## src/rtl/cmp_pkg.sv

```systemverilog
// Shared types and constants for the digit-serial magnitude comparator.
package cmp_pkg;

  localparam int unsigned DIGIT_W = 2;

  typedef enum logic [1:0] {
    IDLE,
    COMPARE,
    DONE
  } state_e;

endpackage

```

## src/rtl/agtb2.sv

```systemverilog
// 2-bit unsigned greater-than comparator used for one digit pair per cycle.
module agtb2
  import cmp_pkg::*;
(
  input  logic [DIGIT_W-1:0] a,
  input  logic [DIGIT_W-1:0] b,
  output logic               agtb
);

  assign agtb = (a > b);

endmodule

```

## src/rtl/digit_cmp_seq.sv

```systemverilog
// Sequential unsigned magnitude comparator: one 2-bit digit per clock, MSB first,
// stopping on the first unequal digit, with a start/done handshake.
module digit_cmp_seq
  import cmp_pkg::*;
#(
  parameter int unsigned WIDTH = 8
) (
  input  logic             clk,
  input  logic             reset_n,
  input  logic             start,
  input  logic [WIDTH-1:0] a,
  input  logic [WIDTH-1:0] b,
  output logic             ready,
  output logic             done,
  output logic             agtb,
  output logic             aeqb,
  output logic             altb
);

  localparam int unsigned NDIG  = WIDTH / DIGIT_W;
  localparam int unsigned CNT_W = (NDIG > 1) ? $clog2(NDIG) : 1;

  if ((WIDTH < 2) || ((WIDTH % 2) != 0)) begin : g_width_check
    $error("digit_cmp_seq: WIDTH must be even and >= 2");
  end

  state_e               state_q, state_d;
  logic [WIDTH-1:0]     sa_q, sa_d;
  logic [WIDTH-1:0]     sb_q, sb_d;
  logic [CNT_W-1:0]     cnt_q, cnt_d;
  logic                 done_q, done_d;
  logic                 agtb_q, agtb_d;
  logic                 aeqb_q, aeqb_d;
  logic                 altb_q, altb_d;

  logic [DIGIT_W-1:0]   da, db;
  logic                 dig_gt;
  logic                 dig_eq;

  // Current digit pair is always the top of the shift registers.
  assign da     = sa_q[WIDTH-1 -: DIGIT_W];
  assign db     = sb_q[WIDTH-1 -: DIGIT_W];
  assign dig_eq = (da == db);

  agtb2 u_agtb2 (
    .a    (da),
    .b    (db),
    .agtb (dig_gt)
  );

  // State and datapath registers.
  always_ff @(posedge clk or negedge reset_n) begin
    if (!reset_n) begin
      state_q <= IDLE;
      sa_q    <= '0;
      sb_q    <= '0;
      cnt_q   <= '0;
      done_q  <= 1'b0;
      agtb_q  <= 1'b0;
      aeqb_q  <= 1'b0;
      altb_q  <= 1'b0;
    end else begin
      state_q <= state_d;
      sa_q    <= sa_d;
      sb_q    <= sb_d;
      cnt_q   <= cnt_d;
      done_q  <= done_d;
      agtb_q  <= agtb_d;
      aeqb_q  <= aeqb_d;
      altb_q  <= altb_d;
    end
  end

  // Next-state and registered-output logic; done_d is raised on every edge into DONE.
  always_comb begin
    state_d = state_q;
    sa_d    = sa_q;
    sb_d    = sb_q;
    cnt_d   = cnt_q;
    done_d  = 1'b0;
    agtb_d  = agtb_q;
    aeqb_d  = aeqb_q;
    altb_d  = altb_q;

    case (state_q)
      IDLE: begin
        if (start) begin
          sa_d    = a;
          sb_d    = b;
          cnt_d   = CNT_W'(NDIG - 1);
          state_d = COMPARE;
        end
      end

      COMPARE: begin
        if (!dig_eq) begin
          agtb_d  = dig_gt;
          altb_d  = !dig_gt;
          aeqb_d  = 1'b0;
          done_d  = 1'b1;
          state_d = DONE;
        end else if (cnt_q == '0) begin
          agtb_d  = 1'b0;
          altb_d  = 1'b0;
          aeqb_d  = 1'b1;
          done_d  = 1'b1;
          state_d = DONE;
        end else begin
          sa_d    = sa_q << DIGIT_W;
          sb_d    = sb_q << DIGIT_W;
          cnt_d   = cnt_q - CNT_W'(1);
        end
      end

      DONE: begin
        state_d = IDLE;
      end

      default: begin
        state_d = IDLE;
      end
    endcase
  end

  assign ready = (state_q == IDLE);
  assign done  = done_q;
  assign agtb  = agtb_q;
  assign aeqb  = aeqb_q;
  assign altb  = altb_q;

endmodule

```

## config.mk

```make
export PLATFORM = sky130hd
export DESIGN_NAME = digit_cmp_seq
export DESIGN_NICKNAME = d
export VERILOG_FILES = /design/src/rtl/cmp_pkg.sv /design/src/rtl/agtb2.sv /design/src/rtl/digit_cmp_seq.sv
export SDC_FILE = /design/constraint.sdc
export NUM_CORES = 1
export LEC_CHECK = 0
export ABC_AREA = 1
export CORE_MARGIN = 2
export CORE_UTILIZATION = 46
export CTS_CLUSTER_SIZE = 12
export DETAILED_ROUTE_END_ITERATION = 8
export GPL_TIMING_DRIVEN = 0
export PLACE_DENSITY_LB_ADDON = 0.05
export SYNTH_ARGS = -nofsm -noshare
export SYNTH_HDL_FRONTEND = slang
export SYNTH_HIERARCHICAL = 1
export SYNTH_SLANG_ARGS = --single-unit
```

## constraint.sdc

```tcl
create_clock -name clk -period 1.3 [get_ports clk]
set_input_delay 0.13 -clock clk [delete_from_list [all_inputs] [get_ports clk]]
set_output_delay 0.13 -clock clk [all_outputs]
set_load 0.03 [all_outputs]
```

==> results.tsv <==
stage	metric	value	unit
place	Placement Setup Slack	-0.221	ns
grt	GRT Total Usage	19.4	%
route	WL met3	110	um
clock_tree	CTS Sinks	24	
clock_tree	CTS tree	done	
sta	Final Critical Period	1.30	ns
yosys	Syn Area/Cell	7.57	sq um
worst_setup_path	CP Class	reg -> reg	
clock_tree	root buffer cell	clkbuf_4	
clock_tree	CTS clk-pin slew, worst paths	0.13	ns
die	IO Count	24	
place	dpl hpwl	1.92	mm
worst_setup_path	Crit Path Max Fanout	5	
cells_and_area	Cell Count, Final, Fillers Out	234	
grt	initial antenna violation count	0	
die	DIE AREA	3190	sq um
place	I/O Buffers	23	
job	Max-cap violations	0	
sta	period utilisation layout	99.8	%
clock_tree	maximum clock path buffer count	2	
sta	Max-slew headroom	27.2	%
sta	Fin. Hold Viols	0	
route	Residual DRC	0	
die	Die W	56.4	um
worst_setup_path	data required time at the worst endpoint	1.55	ns
route	routed wl met2	1.40	mm
place	Cells after DPL	221	
cells_and_area	share of layout cells above drive strength 1	18.2	%
yosys	cell area after synthesis	1260	sq um
worst_setup_path	critical path arrival	1.55	ns
route	post-DR vias/cell	4.84	
worst_setup_path	Crit. End Element	flop	
run_status	status	finished clean	
die	core area	2690	sq um
sta	Final Max Tran Viols	0	
yosys	post-synth cell types	17	
cells_and_area	most common cell after layout, fill and taps aside	nand2_1	
place	Final GP Congestion	0.772	
die	row count	19	
grt	global-route wire length before repair	4.84	mm
cells_and_area	Antenna diodes	0	
route	DR WL/cell	12.2	um
die	Initial Utilization	47.1	%
yosys	Post-Synthesis Cells	167	
power	leakage	0.946	nW
power	power density over the cells	2380	nW/um^2
sta	clk_skew	0.00795	ns
grt	grt total ovfl	0	
cells_and_area	Layout area overhead	34.5	%
min_path	Hold WC Path Type	in -> async	
yosys	Synth Register Bits	24	
cells_and_area	commonest non-fill, non-tap cells in the layout	81 x nand2_1, 23 x dfrtp_1, 19 x nand3_1	
route	Top Layer Used	met4	
clock_tree	Clk Latency, worst-skew pair	0.31	ns
sta	final worst slack	0.00306	ns
route	detailed router's first-iteration violation count	26	
grt	vias in the first global route	1112	
route	post-route ant nets	0	
worst_setup_path	CP Launch Type	flop	
clock_tree	Num CTS Buffers	3	
grt	pin count of the biggest net entering global routing	25	
die	Die Ht	56.4	um
route	met1 WL	1.34	mm
route	Routed WL	2.86	mm
route	via count	1132	
sta	final setup violation count	0	
yosys	syn_nets	189	
route	TritonRoute pass-1 iters	4	
cells_and_area	Fill cells	246	
yosys	Seq/Total Area, Yosys	47.5	%
sta	Worst-Margin Slew	1.09	ns
sta	RSZ-0062 raised after global routing	true	
power	Max IR drop VDD	1330	uV
yosys	Ys Warns	6	
clock_tree	H-tree depth	1	
sta	max frequency	771	MHz
cells_and_area	post-layout net count	227	
cells in the mapped netlist, drive strengths merged:
| cell | number | share of area, % |
|---|---|---|
| nor2 | 2 | 1.2 |
| a21oi | 1 | 0.69 |
| nand3b | 1 | 0.59 |
| inv | 16 | 4.7 |
| nand2 | 90 | 28 |
| buf | 5 | 2.8 |
| ha | 3 | 3.0 |
| dfrtp | 24 | 47 |
| nand3 | 20 | 8.9 |
| nand4 | 4 | 2.0 |
| a22oi | 1 | 0.59 |
final cells by class:
cell class | count | area (sq um) | share of cell area (%)
Multi-Input combinational cell | 122 | 614 | 36.1
Sequential cell | 24 | 602 | 35.4
Timing Repair Buffer | 33 | 315 | 18.5
Inverter | 16 | 62.6 | 3.68
Buffer | 5 | 46.3 | 2.72
Tap cell | 31 | 38.8 | 2.28
Clock buffer | 3 | 22.5 | 1.32
worst max-delay path: stages, from the launching register on:
cell,delay [ns]
dfrtp_1,0.38
inv_1,0.07
ha_4,0.17
nor2_4,0.12
nand3_4,0.12
nand2_4,0.13
clkbuf_16,0.15
nand2_1,0.04
nand2_1,0.05
final timing paths:
| path | start | to | slack (ns) | depth (start not counted) |
|---|---|---|---|---|
| worst max-delay path | cnt_q[1] | sa_q[2] | 0.003 | 8 |
| worst min-delay path | reset_n | sb_q[5] | 0.001 | 1 |
| worst max register to register | cnt_q[1] | sa_q[2] | 0.003 | 8 |
| worst min register to register | altb | altb | 0.51 | 2 |
| max in group asynchronous | reset_n | state_q[0] | 0.57 | 1 |
| min in group clk | a[0] | sa_q[0] | 0.37 | 3 |
per-layer routing:
layer	up-vias	global-route usage, %
li1	589	-
met1	516	26.0
met2	25	32.2
met3	2	2.30
met4	0	7.14
met5	-	0
sequential cells by signal, indices dropped and copies added (netlist names):
signal and cells:
state_q 2, aeqb 1, altb 1, cnt_q 2, sb_q 8, agtb 1, sa_q 8, done 1
power by group:
group	switching, mW	leakage [nW]	internal [mW]
clock network	0.218	0.0138	0.108
registers	0.235	0.297	1.11
logic	1.38	0.635	1.00
total	1.83	0.946	2.22
metrics by stage:
stage | total power [mW] | hold slack [ns] | instance area, sq um | TNS (ns) | util (%)
6_report | 4.05 | 0.00122 | 1700 | 0 | 63.3
5_1_grt | 4.44 | 0.101 | 1700 | -0.950 | 63.3
4_1_cts | 3.80 | 0.367 | 1610 | 0 | 59.9
3_5_place_dp | 3.39 | 0.491 | 1540 | -7.08 | 57.4
3_3_place_gp | 3.33 | 0.488 | 1540 | -5.18 | 57.4
2_1_floorplan | 2.82 | -0.166 | 1270 | 0 | -
what timing repair did:
action	in CTS	in global routing
setup buffers	6	3
endpoints found under the setup margin	23	21
pin swaps	0	3
hold buffers	0	0
resized for setup	14	14
gates cloned	0	1
logic make-up after synthesis:
group,share of synthesized area [%]
AO/OA/AOI/OAI,1.29
adder cells (fa/ha/maj),2.97
buffers and inverters,7.52
flip-flops,47.5
AND/OR/NAND/NOR,40.8
Note: power is estimated with default switching activity, not from simulation.
